<file path="config.mk">
export PLATFORM = sky130hd
export DESIGN_NAME = packet_deframe_flat
export DESIGN_NICKNAME = d
export VERILOG_FILES = /design/src/rtl/packet_pkg.sv /design/src/rtl/packet_deframe_if.sv /design/src/rtl/sat_cnt32.sv /design/src/rtl/packet_deframe.sv /design/src/flat_wrapper.sv
export SDC_FILE = /design/constraint.sdc
export NUM_CORES = 1
export LEC_CHECK = 0
export ABC_AREA = 1
export BUFFER_PORTS_ARGS = -buffer_cell sky130_fd_sc_hd__buf_4
export CAP_MARGIN = 20
export CELL_PAD_IN_SITES_DETAIL_PLACEMENT = 0
export CELL_PAD_IN_SITES_GLOBAL_PLACEMENT = 1
export CORE_ASPECT_RATIO = 1.1
export CORE_MARGIN = 1.5
export CORE_UTILIZATION = 36
export DETAILED_ROUTE_END_ITERATION = 8
export HOLD_SLACK_MARGIN = 0.06
export PLACE_DENSITY = 0.86
export SLEW_MARGIN = 10
export SYNTH_ARGS = -nofsm -noshare
export SYNTH_HDL_FRONTEND = slang
export SYNTH_HIERARCHICAL = 1
export SYNTH_SLANG_ARGS = --single-unit
</file>
<file path="constraint.sdc">
create_clock -name rx_clk -period 2.2 [get_ports rx_clk]
set_input_delay 0.22 -clock rx_clk [delete_from_list [all_inputs] [get_ports rx_clk]]
set_output_delay 0.22 -clock rx_clk [all_outputs]
set_load 0.01 [all_outputs]
</file>
<file path="src/rtl/packet_pkg.sv">
// packet_pkg
// Shared definitions for the GTX packet link. The transmit-side packet
// generator and the receive-side deframer both import it, so the framing
// K characters, word classes, deframer states and error codes stay consistent
// on both ends of the link.
//   K_IDLE / K_SOP / K_EOP : byte-0 K characters of the control words
//   word_class_e           : classification of one aligned 32-bit word
//   state_e                : deframer states
//   ERR_*                  : values reported on rx_err_code
package packet_pkg;

    localparam logic [7:0] K_IDLE = 8'hBC;
    localparam logic [7:0] K_SOP  = 8'hFB;
    localparam logic [7:0] K_EOP  = 8'hFD;

    typedef enum logic [2:0] {
        W_IDLE,
        W_SOP,
        W_EOP,
        W_DATA,
        W_BADK
    } word_class_e;

    typedef enum logic [1:0] {
        S_IDLE,
        S_PAYLOAD,
        S_WAIT_EOP
    } state_e;

    localparam logic [2:0] ERR_NONE    = 3'd0;
    localparam logic [2:0] ERR_BAD_LEN = 3'd1;
    localparam logic [2:0] ERR_SHORT   = 3'd2;
    localparam logic [2:0] ERR_LONG    = 3'd3;
    localparam logic [2:0] ERR_UNEXP_K = 3'd4;
    localparam logic [2:0] ERR_PATTERN = 3'd5;
    localparam logic [2:0] ERR_TRUNC   = 3'd6;

endpackage

</file>
<file path="src/rtl/packet_deframe_if.sv">
// packet_deframe_if
// Bundles the receive stream coming from the word aligner and everything the
// deframer reports back (payload stream, packet status, counters).
//   gt_rx_data/gt_rx_ctrl : aligned word and per-byte K flags (into deframer)
//   rx_packet_*           : qualified payload stream with type/len
//   rx_packet_done/err    : per-packet result pulses, rx_err_code holds cause
//   packet_cnt_o/error_packet_cnt_o : saturating good/error packet counters
// Modports: master = the side feeding words and observing results,
//           slave  = the deframer itself.
interface packet_deframe_if;

    logic [31:0] gt_rx_data;
    logic [3:0]  gt_rx_ctrl;

    logic        rx_packet_valid;
    logic [31:0] rx_packet_data;
    logic        rx_packet_sop;
    logic        rx_packet_eop;
    logic [7:0]  rx_packet_type;
    logic [15:0] rx_packet_len;
    logic        rx_packet_done;
    logic        rx_packet_err;
    logic [2:0]  rx_err_code;
    logic [31:0] packet_cnt_o;
    logic [31:0] error_packet_cnt_o;

    modport master (
        output gt_rx_data, gt_rx_ctrl,
        input  rx_packet_valid, rx_packet_data, rx_packet_sop, rx_packet_eop,
        input  rx_packet_type, rx_packet_len, rx_packet_done, rx_packet_err,
        input  rx_err_code, packet_cnt_o, error_packet_cnt_o
    );

    modport slave (
        input  gt_rx_data, gt_rx_ctrl,
        output rx_packet_valid, rx_packet_data, rx_packet_sop, rx_packet_eop,
        output rx_packet_type, rx_packet_len, rx_packet_done, rx_packet_err,
        output rx_err_code, packet_cnt_o, error_packet_cnt_o
    );

endinterface

</file>
<file path="src/rtl/sat_cnt32.sv">
// sat_cnt32
// 32-bit event counter that increments by one per cycle while 'inc' is high
// and sticks at 0xFFFF_FFFF instead of wrapping.
//   clk   : clock
//   rst   : asynchronous active-high reset, clears the count
//   inc   : increment request for this cycle
//   count : current (registered) count
module sat_cnt32 (
    input  logic        clk,
    input  logic        rst,
    input  logic        inc,
    output logic [31:0] count
);

    always_ff @(posedge clk or posedge rst) begin
        if (rst) begin
            count <= 32'd0;
        end else if (inc && (count != 32'hFFFF_FFFF)) begin
            count <= count + 32'd1;
        end
    end

endmodule

</file>
<file path="src/rtl/packet_deframe.sv">
// packet_deframe
// Receive-side deframer for the GTX packet link. Classifies each aligned word,
// tracks SOP / payload / EOP framing, forwards payload with sop/eop marks and
// the packet type/length, and reports each packet as done or errored
// (length, K placement, optional counting payload pattern).
//   rx_clk : recovered receive clock (only clock)
//   rst    : asynchronous active-high reset
//   bus    : packet_deframe_if.slave, input words plus all results
// Parameters:
//   MAX_LEN       : largest legal payload length in words
//   CHECK_PATTERN : when 1, payload word k must be {c,c,c,c}, c = k mod 256
module packet_deframe
    import packet_pkg::*;
#(
    parameter int MAX_LEN       = 1024,
    parameter bit CHECK_PATTERN = 1'b1
) (
    input  logic             rx_clk,
    input  logic             rst,
    packet_deframe_if.slave  bus
);

    state_e      state;
    word_class_e word_class;

    logic [15:0] word_cnt;
    logic        pattern_err;

    logic        valid_q;
    logic [31:0] data_q;
    logic        sop_q;
    logic        eop_q;
    logic [7:0]  type_q;
    logic [15:0] len_q;
    logic        done_q;
    logic        err_q;
    logic [2:0]  err_code_q;

    logic [15:0] sop_len;
    logic        sop_len_ok;
    logic        start_pkt;
    logic        last_word;
    logic        pattern_ok;
    logic        done_evt;
    logic        err_evt;

    // Classify the incoming word and derive this cycle's packet events. The
    // done/err events feed both the pulse registers and the counters so the
    // counters move on the same edge the pulses appear.
    always_comb begin
        word_class = W_BADK;
        if (bus.gt_rx_ctrl == 4'b0000) begin
            word_class = W_DATA;
        end else if (bus.gt_rx_ctrl == 4'b0001) begin
            case (bus.gt_rx_data[7:0])
                K_IDLE:  word_class = W_IDLE;
                K_SOP:   word_class = W_SOP;
                K_EOP:   word_class = W_EOP;
                default: word_class = W_BADK;
            endcase
        end

        sop_len    = bus.gt_rx_data[31:16];
        sop_len_ok = (sop_len != 16'd0) && (sop_len <= 16'(MAX_LEN));
        // A valid SOP starts a new packet from any state; in a busy state the
        // old packet is reported as truncated in the same cycle.
        start_pkt  = (word_class == W_SOP) && sop_len_ok;
        last_word  = ((word_cnt + 16'd1) == len_q);
        pattern_ok = !CHECK_PATTERN || (bus.gt_rx_data == {4{word_cnt[7:0]}});

        done_evt = (state == S_WAIT_EOP) && (word_class == W_EOP) && !pattern_err;

        err_evt = 1'b0;
        case (state)
            S_IDLE:     err_evt = (word_class == W_SOP) && !sop_len_ok;
            S_PAYLOAD:  err_evt = (word_class != W_DATA);
            S_WAIT_EOP: err_evt = !done_evt;
            default:    err_evt = 1'b0;
        endcase
    end

    // Framing FSM with all stream/status outputs registered alongside it.
    always_ff @(posedge rx_clk or posedge rst) begin
        if (rst) begin
            state       <= S_IDLE;
            word_cnt    <= 16'd0;
            pattern_err <= 1'b0;
            valid_q     <= 1'b0;
            data_q      <= 32'd0;
            sop_q       <= 1'b0;
            eop_q       <= 1'b0;
            type_q      <= 8'd0;
            len_q       <= 16'd0;
            done_q      <= 1'b0;
            err_q       <= 1'b0;
            err_code_q  <= ERR_NONE;
        end else begin
            valid_q <= 1'b0;
            sop_q   <= 1'b0;
            eop_q   <= 1'b0;
            done_q  <= done_evt;
            err_q   <= err_evt;

            if (start_pkt) begin
                type_q      <= bus.gt_rx_data[15:8];
                len_q       <= sop_len;
                word_cnt    <= 16'd0;
                pattern_err <= 1'b0;
                state       <= S_PAYLOAD;
            end

            case (state)
                S_IDLE: begin
                    if ((word_class == W_SOP) && !sop_len_ok) begin
                        err_code_q <= ERR_BAD_LEN;
                    end
                end
                S_PAYLOAD: begin
                    case (word_class)
                        W_DATA: begin
                            valid_q  <= 1'b1;
                            data_q   <= bus.gt_rx_data;
                            sop_q    <= (word_cnt == 16'd0);
                            eop_q    <= last_word;
                            word_cnt <= word_cnt + 16'd1;
                            if (!pattern_ok) begin
                                pattern_err <= 1'b1;
                            end
                            if (last_word) begin
                                state <= S_WAIT_EOP;
                            end
                        end
                        W_EOP: begin
                            err_code_q <= ERR_SHORT;
                            state      <= S_IDLE;
                        end
                        W_SOP: begin
                            err_code_q <= ERR_TRUNC;
                            if (!sop_len_ok) begin
                                state <= S_IDLE;
                            end
                        end
                        default: begin
                            err_code_q <= ERR_UNEXP_K;
                            state      <= S_IDLE;
                        end
                    endcase
                end
                S_WAIT_EOP: begin
                    case (word_class)
                        W_EOP: begin
                            if (pattern_err) begin
                                err_code_q <= ERR_PATTERN;
                            end
                            state <= S_IDLE;
                        end
                        W_DATA: begin
                            err_code_q <= ERR_LONG;
                            state      <= S_IDLE;
                        end
                        W_SOP: begin
                            err_code_q <= ERR_TRUNC;
                            if (!sop_len_ok) begin
                                state <= S_IDLE;
                            end
                        end
                        default: begin
                            err_code_q <= ERR_UNEXP_K;
                            state      <= S_IDLE;
                        end
                    endcase
                end
                default: begin
                    state <= S_IDLE;
                end
            endcase
        end
    end

    sat_cnt32 u_good_cnt (
        .clk   (rx_clk),
        .rst   (rst),
        .inc   (done_evt),
        .count (bus.packet_cnt_o)
    );

    sat_cnt32 u_err_cnt (
        .clk   (rx_clk),
        .rst   (rst),
        .inc   (err_evt),
        .count (bus.error_packet_cnt_o)
    );

    assign bus.rx_packet_valid = valid_q;
    assign bus.rx_packet_data  = data_q;
    assign bus.rx_packet_sop   = sop_q;
    assign bus.rx_packet_eop   = eop_q;
    assign bus.rx_packet_type  = type_q;
    assign bus.rx_packet_len   = len_q;
    assign bus.rx_packet_done  = done_q;
    assign bus.rx_packet_err   = err_q;
    assign bus.rx_err_code     = err_code_q;

endmodule
</file>
<file path="src/flat_wrapper.sv">
// flat-port wrapper written by rule: the top's interface ports become plain ports
module packet_deframe_flat import packet_pkg::*;
#(
    parameter int MAX_LEN       = 1024,
    parameter bit CHECK_PATTERN = 1'b1
)
  (rx_clk, rst, bus_gt_rx_data, bus_gt_rx_ctrl, bus_rx_packet_valid, bus_rx_packet_data, bus_rx_packet_sop, bus_rx_packet_eop, bus_rx_packet_type, bus_rx_packet_len, bus_rx_packet_done, bus_rx_packet_err, bus_rx_err_code, bus_packet_cnt_o, bus_error_packet_cnt_o);
  packet_deframe_if bus_i ();
  input  logic rx_clk;
  input  logic rst;
  input wire logic [$bits(bus_i.gt_rx_data)-1:0] bus_gt_rx_data;
  input wire logic [$bits(bus_i.gt_rx_ctrl)-1:0] bus_gt_rx_ctrl;
  output wire logic [$bits(bus_i.rx_packet_valid)-1:0] bus_rx_packet_valid;
  output wire logic [$bits(bus_i.rx_packet_data)-1:0] bus_rx_packet_data;
  output wire logic [$bits(bus_i.rx_packet_sop)-1:0] bus_rx_packet_sop;
  output wire logic [$bits(bus_i.rx_packet_eop)-1:0] bus_rx_packet_eop;
  output wire logic [$bits(bus_i.rx_packet_type)-1:0] bus_rx_packet_type;
  output wire logic [$bits(bus_i.rx_packet_len)-1:0] bus_rx_packet_len;
  output wire logic [$bits(bus_i.rx_packet_done)-1:0] bus_rx_packet_done;
  output wire logic [$bits(bus_i.rx_packet_err)-1:0] bus_rx_packet_err;
  output wire logic [$bits(bus_i.rx_err_code)-1:0] bus_rx_err_code;
  output wire logic [$bits(bus_i.packet_cnt_o)-1:0] bus_packet_cnt_o;
  output wire logic [$bits(bus_i.error_packet_cnt_o)-1:0] bus_error_packet_cnt_o;
  assign bus_i.gt_rx_data = bus_gt_rx_data;
  assign bus_i.gt_rx_ctrl = bus_gt_rx_ctrl;
  assign bus_rx_packet_valid = bus_i.rx_packet_valid;
  assign bus_rx_packet_data = bus_i.rx_packet_data;
  assign bus_rx_packet_sop = bus_i.rx_packet_sop;
  assign bus_rx_packet_eop = bus_i.rx_packet_eop;
  assign bus_rx_packet_type = bus_i.rx_packet_type;
  assign bus_rx_packet_len = bus_i.rx_packet_len;
  assign bus_rx_packet_done = bus_i.rx_packet_done;
  assign bus_rx_packet_err = bus_i.rx_packet_err;
  assign bus_rx_err_code = bus_i.rx_err_code;
  assign bus_packet_cnt_o = bus_i.packet_cnt_o;
  assign bus_error_packet_cnt_o = bus_i.error_packet_cnt_o;
  packet_deframe #(.MAX_LEN(MAX_LEN), .CHECK_PATTERN(CHECK_PATTERN)) u_core (.rx_clk(rx_clk), .rst(rst), .bus(bus_i));
endmodule
</file>
Yosys cells after proc, flatten, opt, wreduce, memory -nomap -nowiden
Cells that the tools add are included.
{"block": "totals", "regBits": 147, "latchBits": 0, "mem_bits_rw": 0, "romBits": 0, "in_bits": 38, "out_inout_bits": 128, "wordCells": 80, "mem_count": 0}
{"block": "op_classes", "add_sub_neg": 3, "mul": 0, "n_div": 0, "n_lt_le_gt_ge": 1, "eq_ne": 17, "shift": 0, "n_mux": 28, "bitwise_logic": 0, "reduce_logical": 17}
{"operator": "$add A32 B1 Y32 const B", "n": 2}
{"operator": "$ne A32 B32 Y1 const B", "n": 2}
{"operator": "$mux W16", "n": 3}
{"operator": "$pmux W3 S3", "n": 4}
{"operator": "$eq A32 B32 Y1", "n": 1}
{"operator": "$eq A8 B8 Y1 const B", "n": 3}
{"operator": "$add A16 B1 Y16 const B", "n": 1}
{"operator": "$eq A16 B16 Y1", "n": 1}
{"operator": "$le A16 B11 Y1 const B", "n": 1}
{"operator": "$logic_not A16 Y1", "n": 1}
{"operator": "$reduce_bool A16 Y1", "n": 1}
{"operator": "$mux W3", "n": 4}
{"operator": "$mux W1", "n": 10}
{"operator": "$mux W2", "n": 4}
{"operator": "$logic_and A1 B1 Y1", "n": 7}
{"operator": "$eq A3 B2 Y1 const B", "n": 2}
{"operator": "$ne A3 B2 Y1 const B", "n": 2}
{"operator": "$pmux W2 S3", "n": 1}
{"operator": "$eq A4 B1 Y1 const B", "n": 1}
{"operator": "$logic_not A4 Y1", "n": 1}
{"operator": "$pmux W2 S2", "n": 1}
{"operator": "$reduce_and A4 Y1", "n": 1}
{"operator": "$eq A3 B1 Y1 const B", "n": 1}
{"operator": "$logic_not A1 Y1", "n": 3}
{"operator": "8 further kinds", "n": 8}

Depth between registers and ports, before layout
Gate-level depths: netlist (run 1).
{"block": "logic_depth", "ltp_word": 10, "depth_mapped": 14, "depth_no_buf": 14}

By module
The synthesis (run 1) kept the hierarchy.
{"module": "sat_cnt32", "n_inst": 2, "cells_per_inst": 361, "area_each_um2": 2257.2, "seq_area_each_um2": 800.8}
{"module": "packet_deframe", "n_inst": 1, "cells_per_inst": 565, "area_each_um2": 4395.5, "seq_area_each_um2": 2077.0}

Least setup slack after synthesis (run 1)
OpenSTA, ideal clock, no wires.
{"block": "synth_path", "path_kind": "flip-flop to flip-flop", "start": "register u_core.state[0]", "end": "register u_core.u_good_cnt.count[10]", "setup_time_ns": 0.065, "t_arrival_ns": 2.114, "required_time_ns": 2.135, "path_slack_ns": 0.021, "stages_incl_launch_ff": 11, "n_path_buf": 2, "period_less_slack_ns": 2.179, "path_cell_list": "dfrtp_1 -> inv_1 -> ha_1 -> inv_1 -> nor4_1 -> inv_1 -> a21oi_1 -> buf_6 -> buf_6 -> nand2_1 -> nand2_1"}
{"block": "synth_via", "elab_chain_cells": 4}
{"element": "start, declared", "line": "packet_deframe.sv:23", "source": "state_e state;"}
{"element": "start signal, assigned", "line": "packet_deframe.sv:85", "source": "state <= S_IDLE;"}
{"element": "start signal, assigned", "line": "packet_deframe.sv:109", "source": "state <= S_PAYLOAD;"}
{"element": "start signal, assigned", "line": "packet_deframe.sv:130", "source": "state <= S_WAIT_EOP;"}
{"element": "$eq A2 B2 Y1", "line": "packet_deframe.sv:71", "source": "done_evt = (state == S_WAIT_EOP) && (word_class == W_EOP) && !pattern_err;"}
{"element": "$logic_and A1 B1 Y1 (2 in a row)", "line": "packet_deframe.sv:71"}
{"element": "via u_core.done_evt", "line": "packet_deframe.sv:44", "source": "logic done_evt;"}
{"element": "$logic_and A1 B1 Y1", "line": "sat_cnt32.sv:18", "source": "end else if (inc && (count != 32'hFFFF_FFFF)) begin"}
{"element": "end signal, assigned", "line": "sat_cnt32.sv:19", "source": "count <= count + 32'd1;"}
{"element": "end, declared", "line": "sat_cnt32.sv:12", "source": "output logic [31:0] count"}
The timed path passes the listed nets, and every way through them passes these cells.
A chain may end at the register's enable or synchronous reset.

Worst setup path in the final report (run 1)
{"block": "layout_path", "start": "input bus_gt_rx_data[27]", "end": "register u_core.u_err_cnt.count[16]"}
{"block": "layout_via", "elab_chain_cells": 6, "word_cells_on_any_way": 7, "classes_between": "order compare: 1; mux: 1; reduce/logical: 5"}
{"element": "start, declared", "line": "flat_wrapper.sv:11", "source": "input wire logic [$bits(bus_i.gt_rx_data)-1:0] bus_gt_rx_data;"}
{"element": "$le A16 B11 Y1 / $reduce_bool A16 Y1 (equally long branches)", "line": "packet_deframe.sv:64", "source": "sop_len_ok = (sop_len != 16'd0) && (sop_len <= 16'(MAX_LEN));"}
{"element": "$logic_and A1 B1 Y1 (*)", "line": "packet_deframe.sv:64"}
{"element": "$logic_not A1 Y1 (*)", "line": "packet_deframe.sv:75", "source": "S_IDLE: err_evt = (word_class == W_SOP) && !sop_len_ok;"}
{"element": "$logic_and A1 B1 Y1 (*)", "line": "packet_deframe.sv:75"}
{"element": "$pmux W1 S3 (*)", "line": "packet_deframe.sv:74", "source": "case (state)"}
{"element": "via u_core.err_evt", "line": "packet_deframe.sv:45", "source": "logic err_evt;"}
{"element": "$logic_and A1 B1 Y1 (*)", "line": "sat_cnt32.sv:18"}
{"element": "end signal, assigned", "line": "sat_cnt32.sv:19"}
{"element": "end, declared", "line": "sat_cnt32.sv:12"}
Mark *: on every way through the listed nets, which the timed path passes. The rest lies on a longest branch.

==> impl_summary.md, run 1 <==
Setup path
The setup slack of the worst register-to-register path is 0.21 ns. The beginning of the critical path is bus_gt_rx_data[27]. Of all nets on the critical path, the largest fanout is 14. The dominant cell type by count on the critical path is sky130_fd_sc_hd__nand2_1.

Walking the worst path, the cells encountered are dlygate4sd3_1 -> buf_4 -> nor2_1 -> nand4_1 -> nand2_1 -> nand3_1 -> a31oi_1 -> buf_4 -> inv_1 -> a21oi_4 -> clkbuf_16 -> nand2_1 -> nand2_1. In this run the critical register-to-register path is launched from u_core/word_cnt[0]. For this design, the slowest cell found on the critical path is sky130_fd_sc_hd__dlygate4sd3_1.

The worst setup path is captured at a register. Data on the critical path arrives at its endpoint at 2.40 ns. Counting both buffers and inverters, the worst setup path holds a total of 5.

The kind of cell with the highest combined delay along the critical path is buffers and inverters. On the worst path, the slowest cell contributes a delay of 0.54 ns. The critical path in this run is classified as input port to register. The critical path launch point type is an input port.

STA puts the critical path data required time at 2.56 ns.

Timing
The final critical-path required period is 2.04 ns. On the final layout, the worst clock skew is 0.0137 ns. The final clock period utilization by the worst path is 92.7%. The final-report setup violation count is 0.

The final-report hold violation count was 0. The final hold slack is 0.0980 ns. After routing, the total negative slack on setup checks comes to 0 ns. The number of slew-limit violations in the final report was 0. Setup repair after global routing left no endpoint under its margin. The achievable clock frequency is 0.490 GHz.

The tightest slew margin relative to the limit is 62.6%. At the pin with the least slew margin, the transition time is 0.560 ns.

Logic synthesis
The register bit total from synthesis is 147. The dominant register cell in the synthesized netlist is sky130_fd_sc_hd__dfrtp_1. After synthesis the cells add up to 0.00891 mm². For this run, the register share of the synthesized area comes to 41.3%. The post-synthesis cell type count is 40. The synthesized design contains 0 enable-type register cells. The per-instance average area after synthesis is 6.92 µm². The async set or reset register ratio after synthesis is 100%. The synthesized instance count is 1,287.

The total of warnings raised by yosys is 6. The net count after synthesis is 1,334.

Clocking
The clock tree from TritonCTS is yes. The worst-skew pair later-pin latency is 0.43 ns. The root buffer selected by CTS is sky130_fd_sc_hd__clkbuf_16. The TritonCTS buffer count is 17.

The clock tree buffer depth is 2. The clock sink count is 147. The clock-pin slew of the registers on the worst-case setup and hold paths is 0.07 ns. CTS built an H-tree with a depth of 4.

Worst hold path
The worst hold path belongs to the class input port to register. The startpoint identified for the worst hold timing path is bus_gt_rx_data[14].

Global routing
The number of global-route vias before repair was 8,240. Global routing finished with a remaining overflow of 0. The number of antenna violations at the first check in global routing came to 0. For this run, the total global-route usage over all layers was measured as 20.8%.

The pin count of the biggest net entering global routing is 43. The first-pass GRT wire length is 42.4 mm.

Route
After the first detailed-routing iteration, the DRC count stood at 648. The average wire length per cell after detail routing is 14.6 µm. The final wirelength is 26.2 mm. Once detail routing completed, the nets flagged for antenna violations numbered 0.

The total via count after detailed routing is 8,660. The first-pass iteration count of the detailed router is 9. Dividing the detail-routed via count by the number of cells gives 4.82. The DRC violations left is 8.

Run status
The run finished, with violations left. The final reports fail on design-rule violations.

Job
The tool flagged a number of max-cap violations equal to 0.

Floorplanning
The number of top-level pins is 166. The initialized floorplan defines 60 standard-cell rows. The placeable core region is 0.0244 mm². Once the floorplan was initialized, standard cells occupied 36.5% of the core. In this run the horizontal extent of the chip is 153 µm.

The overall die height is 168 µm. The area enclosed by the die boundary is 0.0257 mm².

Final layout
The net count of the finished layout is 1,520. In the final layout, the share of cells above drive strength 1 is 18.8%. The diode insertion count for antenna repair is 0. After routing the design area is 0.0113 mm². For this run, the share of the core covered by cells in the final layout is 46.4%. The signed area change from the synthesized netlist to the final layout is 27.0%.

Power
The total power divided by cell area is 560 mW/mm². The worst supply voltage drop on vdd is 0.452 mV. Summed over all cells, the static leakage comes to 5.88 nW. The overall power is 6.34 mW.

Placement
Summing all placed instances gives a cell area of 0.0106 mm². The final RePlAce weighted congestion is 0.876. The sum of net half-perimeters after detailed placement is 19.6 mm.

The count of buffers from port buffering is 165.
## sequential cells by signal, summed over array words and instances, names as in the netlist
name	flops
u_core/bus.rx_packet_data	32
u_core/u_err_cnt/count	32
u_core/u_good_cnt/count	32
u_core/bus.rx_packet_len	16
u_core/word_cnt	16
u_core/bus.rx_packet_type	8
u_core/bus.rx_err_code	3
u_core/state	2
u_core/bus.rx_packet_done	1
u_core/bus.rx_packet_eop	1
u_core/bus.rx_packet_err	1
u_core/bus.rx_packet_sop	1
u_core/bus.rx_packet_valid	1
u_core/pattern_err	1
## cell usage after synthesis, drive strengths merged (9+ instances only)
library cell  instances  area, µm²
nand2               568       2190
dfrtp               147       3680
nor2                146        656
inv                 129        484
o21ai                73        369
nand3                69        355
buf                  24        199
nand4                19        119
xor2                 18        158
xnor2                17        149
nand3b               13        123
o22ai                12       75.1
nor3                 10       50.1
nor4                 10       68.8
ha                    9        113
## kinds of logic (layout without fill, tap and decap cells)
group	after synthesis	count (layout)	share of synthesized area [%]
fa+ha+maj	9	9	1.26
simple gates	838	838	40.2
buf+inv	161	360	8.00
flops	147	147	41.3
compound gates	97	97	5.83
xor+xnor	35	35	3.44
## routing by layer
metal / share of wire [%] / vias to the layer above / GRT usage [%]
met5: 0 / - / 0
met3: 5.0 / 39 / 3.68
met2: 48 / 239 / 35.3
li1: - / 4404 / -
met4: 2.5 / 0 / 8.06
met1: 44 / 3978 / 26.5
## worst paths after layout
kind	to	cells after the start
setup / recovery	u_core/u_err_cnt/count[16]	13
hold / removal	u_core/bus.rx_packet_type[6]	3
setup reg to reg	u_core/state[0]	14
hold reg to reg	u_core/bus.rx_packet_data[4]	2
max in group asynchronous	u_core/word_cnt[0]	4
min in group asynchronous	u_core/bus.rx_packet_len[15]	3
## layout by cell type (no fill, tap or decap), drive strengths merged, types with 2 or more instances in the layout
master,n
ha,9
clkinv,5
clkbuf,18
o22ai,12
o2111ai,2
xnor2,17
inv,137
buf,192
nand3,69
dlygate4sd3,5
a21oi,8
nor4,10
o21ai,73
nand4,19
bufinv,2
xor2,18
dfrtp,147
nand3b,13
nand2,568
nor2,146
nor3,10
## what timing repair did
| item | 4_1_cts | 5_1_grt |
|---|---|---|
| endpoints found under the setup margin | 0 | 61 |
| setup buffers | 0 | 1 |
| gates resized for setup | 0 | 4 |
| hold endpoints to repair | 88 | 0 |
| hold buffers | 5 | 0 |
## through the flow
stage	worst slack, ns	cells
global route	0.00762	1796
detailed placement	0.0535	1757
floorplan	0.0207	1287
CTS	0.147	1794
finish	0.160	1796
global placement	0.121	1757
## worst register-to-register path, cell delays in order, from the launching register on
cell and delay, ns:
sky130_fd_sc_hd__dfrtp_2 0.42, sky130_fd_sc_hd__ha_1 0.21, sky130_fd_sc_hd__nand2_1 0.13, sky130_fd_sc_hd__nor2_4 0.21, sky130_fd_sc_hd__nand2_1 0.08, sky130_fd_sc_hd__nand2_1 0.08
sky130_fd_sc_hd__nand2_1 0.08, sky130_fd_sc_hd__nand2_1 0.06, sky130_fd_sc_hd__nand2_1 0.04, sky130_fd_sc_hd__nor2_1 0.15, sky130_fd_sc_hd__nand3_1 0.10, sky130_fd_sc_hd__nor2_2 0.12
sky130_fd_sc_hd__nand2_1 0.07, sky130_fd_sc_hd__nand2_1 0.06, sky130_fd_sc_hd__a21oi_1 0.06
## power by group
part / switching (mW) / total (mW) / internal, mW / leakage (nW)
sequential: 0.0203 / 2.74 / 2.72 / 1.97
clock: 1.39 / 3.15 / 1.76 / 0.311
combinational: 0.280 / 0.450 / 0.170 / 3.60
total: 1.69 / 6.34 / 4.64 / 5.88
## layout make-up
cell class / count / area [µm²]
inverter: 130 / 492
sequential: 147 / 3680
multi-input combinational: 979 / 4540
tap: 310 / 388
clock buffer: 17 / 425
clock inverter: 15 / 209
timing repair buffer: 198 / 1580
fill: 2470 / 13100
(Power assumes the default switching activity.)
==> run 2: changes to the inputs <==
==> constraint.sdc (replaced) <==
create_clock -name rx_clk -period 2.2 [get_ports rx_clk]
set_input_delay 0.44 -clock rx_clk [delete_from_list [all_inputs] [get_ports rx_clk]]
set_output_delay 0.44 -clock rx_clk [all_outputs]
set_load 0.01 [all_outputs]
==> impl_summary.md, run 2 (synthesis results as in run 1) <==
Run status
The flow ran to the end, but the final reports show violations. The final reports fail on design-rule violations.

Final layout
The most common cell after layout, fill and taps aside is sky130_fd_sc_hd__nand2_1. The share of final-layout standard cells stronger than drive strength 1 came to 20.0% (+1.2 points). The final instance area is 0.0114 mm² (+0.85%). The number of standard cells in the final layout excluding fillers is 1,812 (+0.89%). The number of nets in the layout came to 1,536 (+1.1%).

The area growth from synthesis to layout is 28.1%. The diode insertion count for antenna repair is 0 (unchanged). Leaving out fill and tap cells, the most frequent cells in the layout are 553 x sky130_fd_sc_hd__nand2_1, 208 x sky130_fd_sc_hd__buf_4, 146 x sky130_fd_sc_hd__dfrtp_1.

Timing
The measured slew at the worst slew-check pin is 0.512 ns (-0.0482 ns). The smallest setup slack after layout was 0.227 ns (+0.0677 ns). The final critical-path required period was 1.97 ns (-0.0677 ns).

The number of slew-limit violations in the final report is 0 (unchanged). The final-report hold violation count is 0 (unchanged). The tightest slew margin relative to the limit was 65.8% (+3.2 points). Setup repair after global routing left no endpoint under its margin. The achievable clock frequency is 0.507 GHz (+3.4%).

The final-report setup violation count is 0 (unchanged). The worst clock skew on the final layout is 0.0135 ns (-0.000217 ns). The final clock period utilization by the worst path is 89.7% (-3.1 points). The setup TNS after final layout is 0 ns (unchanged).

Clocking
The worst-skew pair later-pin latency is 0.43 ns (about the same). The clock tree from TritonCTS is yes. The H-tree depth is 4 (unchanged).

The root buffer selected by CTS is sky130_fd_sc_hd__clkbuf_16. The clock tree buffer depth is 2 (unchanged). The clock sink count was 147 (unchanged).

The clock-pin slew of the registers on the worst-case setup and hold paths is 0.08 ns (about the same). The total setup buffers inserted after CTS is 0 (unchanged). The TritonCTS buffer count is 17 (unchanged).

Floorplanning
The number of top-level pins is 166 (unchanged). The area enclosed by the die boundary is 0.0257 mm² (unchanged). The initial core utilization is 36.5% (unchanged). The number of rows in the core area came to 60 (unchanged). The width of the die is 153 µm (unchanged). The overall die height is 168 µm (unchanged).

The placeable core region is 0.0244 mm² (unchanged).

Route
The iteration-0 DRC count of the detailed router is 442 (-32%). The total via count after detailed routing is 8,709 (+0.57%). The post-detailed-route count of antenna-violating nets was 0 (unchanged). The DRC violations left is 8 (unchanged). The average vias per placed instance is 4.81 (-0.32%). The average wire length per cell after detail routing came to 14.4 µm (-1.2%). The final wirelength is 26.1 mm (-0.32%). The first-pass iteration count of the detailed router is 9 (unchanged).

Global routing
The number of antenna violations at the first check in global routing is 0 (unchanged). The first-pass GRT wire length is 42.6 mm (+0.47%). The overall routing resource usage is 20.8% (+0.040 points). The number of global-route vias before repair is 8,310 (+0.85%).

The total congestion overflow after global routing came to 0 (unchanged). The pin count of the biggest net entering global routing came to 43 (unchanged).

Setup path
The arrival time of data at the critical path endpoint is 2.29 ns (-0.11 ns). The maximum fanout count along the critical path was 7 (-7). The worst setup path category is register to register. The worst path required time is 2.52 ns (-0.04 ns).

The critical path launch point type is a register. The critical path capture point type is a register.

Job
The number of violations of the max-capacitance limit is 0 (unchanged).

Placement
The final RePlAce weighted congestion was 0.896 (+2.2%). The count of buffers from port buffering was 165 (unchanged). The total cell area at the placement stage came to 0.0108 mm² (+1.7%). The placed cell count came to 1,780 (+1.3%). The worst setup slack after placement is -0.110 ns (-0.163 ns). The sum of net half-perimeters after detailed placement is 19.7 mm (+0.52%).

Power
The overall power is 6.30 mW (-0.57%). The share of total power in combinational logic is 7.4% (+0.3 points). The cell internal power dissipation is 4.56 mW (-1.8%). The switching power is 1.74 mW (+2.8%). The clock network fraction of total power was 49.1% (-0.6 points). The total power divided by cell area was 552 mW/mm² (-1.4%). The part of the power in registers is 43.5% (+0.3 points). The worst supply voltage drop on vdd came to 0.483 mV (+6.9%).

The net switching fraction of the power is 27.6% (+0.90 points). The leakage dissipation is 5.95 nW (+1.2%).

Worst hold path
The classification of the worst-slack hold path is input port to async pin.
-- run 2: cell types whose count changed in the layout (fill, tap and decap cells not counted), sizes merged --
cell         before  now
clkbuf           18   17
clkinv            5    6
buf             192  214
dlygate4sd3       5    0
bufinv            2    1
-- run 2: cell type report --
type	instances	area [µm²]
fillers	2470	13000
multi-input cells	979	4540
inverters	130	492
flip-flops and latches	147	3680
well taps	310	388
clock buffers	17	425
repair buffers	214	1680
clock inverters	15	203
-- run 2: per-layer routing --
metal | vias up | part of all wire (%) | GRT usage, %
met4 | 0 | 1.9 | 6.10
met2 | 190 | 50 | 36.5
met3 | 35 | 4.1 | 3.66
met1 | 4048 | 44 | 26.3
met5 | - | 0 | 0
li1 | 4436 | - | -
-- run 2: what timing repair did --
item | CTS | global route
resized for setup | 0 | 4
setup endpoints to repair | 0 | 42
hold buffers | 0 | 0
-- run 2: worst paths after layout --
kind / startpoint / depth (start not counted) / slack [ns] / end
worst max-delay path: u_core/word_cnt[1] / 14 / 0.23 / u_core/state[0]
worst min-delay path: rst / 2 / 0.07 / u_core/bus.rx_packet_err
worst max register to register: u_core/word_cnt[1] / 14 / 0.23 / u_core/state[0]
worst min register to register: u_core/bus.rx_packet_data[4] / 2 / 0.48 / u_core/bus.rx_packet_data[4]
max in group asynchronous: rst / 3 / 1.58 / u_core/word_cnt[0]
min in group rx_clk: bus_gt_rx_data[27] / 3 / 0.25 / u_core/bus.rx_packet_data[27]
-- run 2: stage by stage --
step | utilization, % | hold WS (ns)
final | 46.8 | 0.0659
after global routing | 46.8 | 0.0961
after CTS | 46.7 | 0.0733
after detailed placement | 44.1 | 0.468
after global placement | 44.1 | 0.458
after floorplan | - | 0.472
-- run 2: worst max-delay path, cell delays in order, from the launching register on --
cell and delay, ns:
sky130_fd_sc_hd__dfrtp_1 0.41, sky130_fd_sc_hd__ha_1 0.22, sky130_fd_sc_hd__nand2_1 0.13, sky130_fd_sc_hd__nor2_4 0.20, sky130_fd_sc_hd__nand2_1 0.07, sky130_fd_sc_hd__nand2_1 0.08
sky130_fd_sc_hd__nand2_1 0.07, sky130_fd_sc_hd__nand2_1 0.06, sky130_fd_sc_hd__nand2_1 0.04, sky130_fd_sc_hd__nor2_1 0.17, sky130_fd_sc_hd__nand3_1 0.11, sky130_fd_sc_hd__nor2_2 0.12
sky130_fd_sc_hd__nand2_1 0.06, sky130_fd_sc_hd__nand2_1 0.06, sky130_fd_sc_hd__a21oi_1 0.05
-- run 2: power groups by stage --
stage          registers [mW]  clock network [mW]  logic [mW]
2_1_floorplan            2.79                   0       0.255
3_3_place_gp             2.79                   0       0.458
3_5_place_dp             2.79                   0       0.468
4_1_cts                  2.74                3.17       0.470
5_1_grt                  2.74                3.29       0.526
6_report                 2.74                3.10       0.466
==> run 3: changes to the inputs <==
--- a/config.mk
+++ b/config.mk
@@ -12,10 +12,10 @@
 export CELL_PAD_IN_SITES_GLOBAL_PLACEMENT = 1
 export CORE_ASPECT_RATIO = 1.1
 export CORE_MARGIN = 1.5
-export CORE_UTILIZATION = 36
+export CORE_UTILIZATION = 40
 export DETAILED_ROUTE_END_ITERATION = 8
 export HOLD_SLACK_MARGIN = 0.06
-export PLACE_DENSITY = 0.86
+export PLACE_DENSITY = 0.9
 export SLEW_MARGIN = 10
 export SYNTH_ARGS = -nofsm -noshare
 export SYNTH_HDL_FRONTEND = slang
==> constraint.sdc (replaced) <==
create_clock -name rx_clk -period 2.18 [get_ports rx_clk]
set_input_delay 0.436 -clock rx_clk [delete_from_list [all_inputs] [get_ports rx_clk]]
set_output_delay 0.436 -clock rx_clk [all_outputs]
set_load 0.01 [all_outputs]
==> impl_summary.md, run 3 (synthesis results as in run 1) <==
Clocking
The worst-skew pair later-pin latency came to 0.43 ns (about the same). The clock-pin slew of the registers on the worst-case setup and hold paths is 0.07 ns (about the same). The TritonCTS buffer count is 17 (unchanged). The cts-stage hold buffer count is 0 (unchanged).

The tree is rooted in a sky130_fd_sc_hd__clkbuf_16. The clock tree buffer depth is 2 (unchanged). The H-tree depth is 4 (unchanged). The clock sink count is 147 (unchanged). The clock tree from TritonCTS is yes.

Route
The post-detailed-route count of antenna-violating nets is 0 (unchanged). The sum of met2 wire segment lengths after detailed routing is 12.8 mm (-1.4%). The DRC violations left is 0 (-8).

The average wire length per cell after detail routing came to 14.4 µm (-0.17%). The detailed-route wire length on metal 1 came to 11.6 mm (+1.4%). The total via count after detailed routing came to 8,744 (+0.40%).

The final wirelength was 25.9 mm (-0.55%). The first-pass iteration count of the detailed router is 5 (-4). The iteration-0 DRC count of the detailed router came to 497 (+12%). The highest routing layer actually used is met4.

The average vias per placed instance is 4.84 (+0.79%). The routed length on met3 is 1.00 mm (-6.8%).

Floorplanning
The width of the die came to 145 µm (-5.0%). The placeable core region is 0.0220 mm² (-10%). The number of top-level pins is 166 (unchanged). The initial core utilization came to 40.6% (+4.0 points). The overall die height is 160 µm (-5.0%). The area enclosed by the die boundary was 0.0232 mm² (-9.8%). The number of rows in the core area was 57 (-5.0%).

Setup path
The arrival time of data at the critical path endpoint is 2.36 ns (+0.07 ns). The maximum fanout count along the critical path came to 14 (+7). STA classifies the critical path endpoint as a register.

The endpoint identified for the worst register-to-register timing path is u_core/u_err_cnt/count[11]. The worst register-to-register path begins at u_core/state[0]. The worst path required time is 2.55 ns (+0.03 ns). The slowest stage cell on the critical path is sky130_fd_sc_hd__dfrtp_1. The critical path buffer and inverter count is 5 (+5).

In this design, the critical path's most frequently occurring cell is sky130_fd_sc_hd__nand2_1. The setup slack of the worst register-to-register path was 0.19 ns (-0.04 ns). The critical path goes through inv_1 -> ha_2 -> inv_1 -> nor2_1 -> nand2_1 -> nand2_1 -> a31oi_1 -> buf_4 -> inv_1 -> a21oi_4 -> clkbuf_16 -> nand2_1 -> nand2_1. The path depth of the worst reg2reg path is 13 (-1). The stage delay of the slowest cell on the critical path is 0.38 ns (-0.03 ns). The worst setup path category is register to register.

The worst setup path is launched from a register. Tracing the worst setup path back leads to its startpoint at u_core/state[0]. Grouping stages by cell kind, the critical path spends the most delay in buffers and inverters.

Power
The share of total power in combinational logic is 7.5% (about the same). The overall power is 6.19 mW (-1.8%). The worst supply voltage drop on vdd was 0.505 mV (+4.5%).

The part of the power in registers is 44.7% (+1.2 points). The clock network fraction of total power is 47.8% (-1.3 points). The net switching fraction of the power came to 27.2% (-0.44 points). The leakage dissipation is 5.99 nW (+0.65%).

The total power divided by cell area is 540 mW/mm² (-2.1%). The cell internal power dissipation is 4.51 mW (-1.2%). The switching power came to 1.68 mW (-3.3%).

Timing
The achievable clock frequency was 0.503 GHz (-0.80%). The final clock period utilization by the worst path is 91.2% (+1.6 points). The worst clock skew on the final layout came to 0.0127 ns (-0.000776 ns). The setup TNS after final layout is 0 ns (unchanged).

The smallest setup slack after layout is 0.191 ns (-0.0359 ns). The final hold slack came to 0.108 ns (+0.0423 ns). The final-report hold violation count is 0 (unchanged). The tightest slew margin relative to the limit is 67.9% (+2.1 points). The measured slew at the worst slew-check pin came to 0.481 ns (-0.0305 ns). Setup repair after global routing left no endpoint under its margin. The number of slew-limit violations in the final report is 0 (unchanged). The final-report setup violation count came to 0 (unchanged). The final critical-path required period came to 1.99 ns (+0.0159 ns).

Final layout
In the layout the commonest cells are 553 x sky130_fd_sc_hd__nand2_1, 215 x sky130_fd_sc_hd__buf_4, 145 x sky130_fd_sc_hd__dfrtp_1. The diode insertion count for antenna repair is 0 (unchanged). The share of final-layout standard cells stronger than drive strength 1 came to 20.5% (+0.49 points). The number of fill cells is 2,224 (-10%). The signed area change from the synthesized netlist to the final layout is 28.5%. The final design utilization came to 52.1% (+5.4 points). The most common cell after layout, fill and taps aside is sky130_fd_sc_hd__nand2_1.

The number of nets in the layout is 1,544 (+0.52%).

Global routing
The number of global-route vias before repair is 8,218 (-1.1%). The first-pass GRT wire length is 42.5 mm (-0.34%). The pin count of the biggest net entering global routing was 84 (+95%). The overall routing resource usage is 22.8% (+2.0 points). The total congestion overflow after global routing is 0 (unchanged). The number of antenna violations at the first check in global routing is 0 (unchanged).

Run status
The flow ran to the end, and the final reports show no timing, DRC or antenna violations.

Placement
The sum of net half-perimeters after detailed placement is 19.4 mm (-1.7%). The worst setup slack after placement came to -0.123 ns (-0.0137 ns). The final RePlAce weighted congestion was 0.928 (+3.6%).

The count of buffers from port buffering is 165 (unchanged).

Worst hold path
The worst hold path belongs to the class input port to async pin.

Job
The number of violations of the max-capacitance limit is 0 (unchanged).
==> run 3: cell types whose count changed in the layout (fill, tap and decap cells not counted), sizes merged <==
cell	delta
buf	+7
clkbuf	+2
bufinv	-1
clkinv	-1
inv	+1
==> run 3: what timing repair did <==
item,4_1_cts,5_1_grt
gates resized for setup,0,7
setup buffers,0,4
setup endpoints to repair,0,64
endpoints found under the hold margin,0,0
==> run 3: power groups by stage <==
stage / registers (mW) / logic [mW] / clock network (mW)
floorplan: 2.81 / 0.257 / 0
global placement: 2.82 / 0.456 / 0
detailed placement: 2.82 / 0.463 / 0
CTS: 2.76 / 0.465 / 3.03
global route: 2.77 / 0.527 / 3.15
finish: 2.76 / 0.467 / 2.96
==> run 3: worst max-delay path by stage <==
stage                             endpoint  slack [ns]  cells after the start
6_report        u_core/u_err_cnt/count[11]        0.19                     13
5_1_grt                    u_core/state[1]      0.0003                     13
2_1_floorplan  u_core/u_good_cnt/count[10]      0.0007                     10
4_1_cts        u_core/u_good_cnt/count[20]        0.07                     10
3_5_place_dp    u_core/u_err_cnt/count[26]       -0.12                     14
3_3_place_gp    u_core/u_err_cnt/count[12]       -0.02                     14
==> run 3: layout make-up <==
| type | count | area, µm² | area share [%] |
|---|---|---|---|
| tap | 295 | 369 | 3.22 |
| sequential | 147 | 3680 | 32.1 |
| inverter | 130 | 492 | 4.29 |
| clock buffer | 18 | 439 | 3.84 |
| timing repair buffer | 222 | 1760 | 15.4 |
| multi-input combinational | 979 | 4550 | 39.7 |
| clock inverter | 14 | 160 | 1.40 |
==> run 3: metrics by stage <==
stage                     instance area (µm²)  instances
after floorplan                          8910       1287
after global placement                  10800       1768
after detailed placement                10800       1768
after CTS                               11400       1800
after global routing                    11400       1805
final                                   11400       1805
==> run 3: per-layer routing <==
metal  track usage, %  vias to the layer above
li1                 -                     4458
met3             3.70                       37
met2             38.8                      208
met4             6.45                        0
met1             30.0                     4041
met5                0                        -
==> run 3: worst reg2reg max path, stage by stage (launching register included) <==
cell and delay, ns:
sky130_fd_sc_hd__dfrtp_1 0.38, sky130_fd_sc_hd__inv_1 0.09, sky130_fd_sc_hd__ha_2 0.23, sky130_fd_sc_hd__inv_1 0.09, sky130_fd_sc_hd__nor2_1 0.06, sky130_fd_sc_hd__nand2_1 0.07, sky130_fd_sc_hd__nand2_1 0.05, sky130_fd_sc_hd__a31oi_1 0.18
sky130_fd_sc_hd__buf_4 0.16, sky130_fd_sc_hd__inv_1 0.08, sky130_fd_sc_hd__a21oi_4 0.21, sky130_fd_sc_hd__clkbuf_16 0.22, sky130_fd_sc_hd__nand2_1 0.06, sky130_fd_sc_hd__nand2_1 0.07
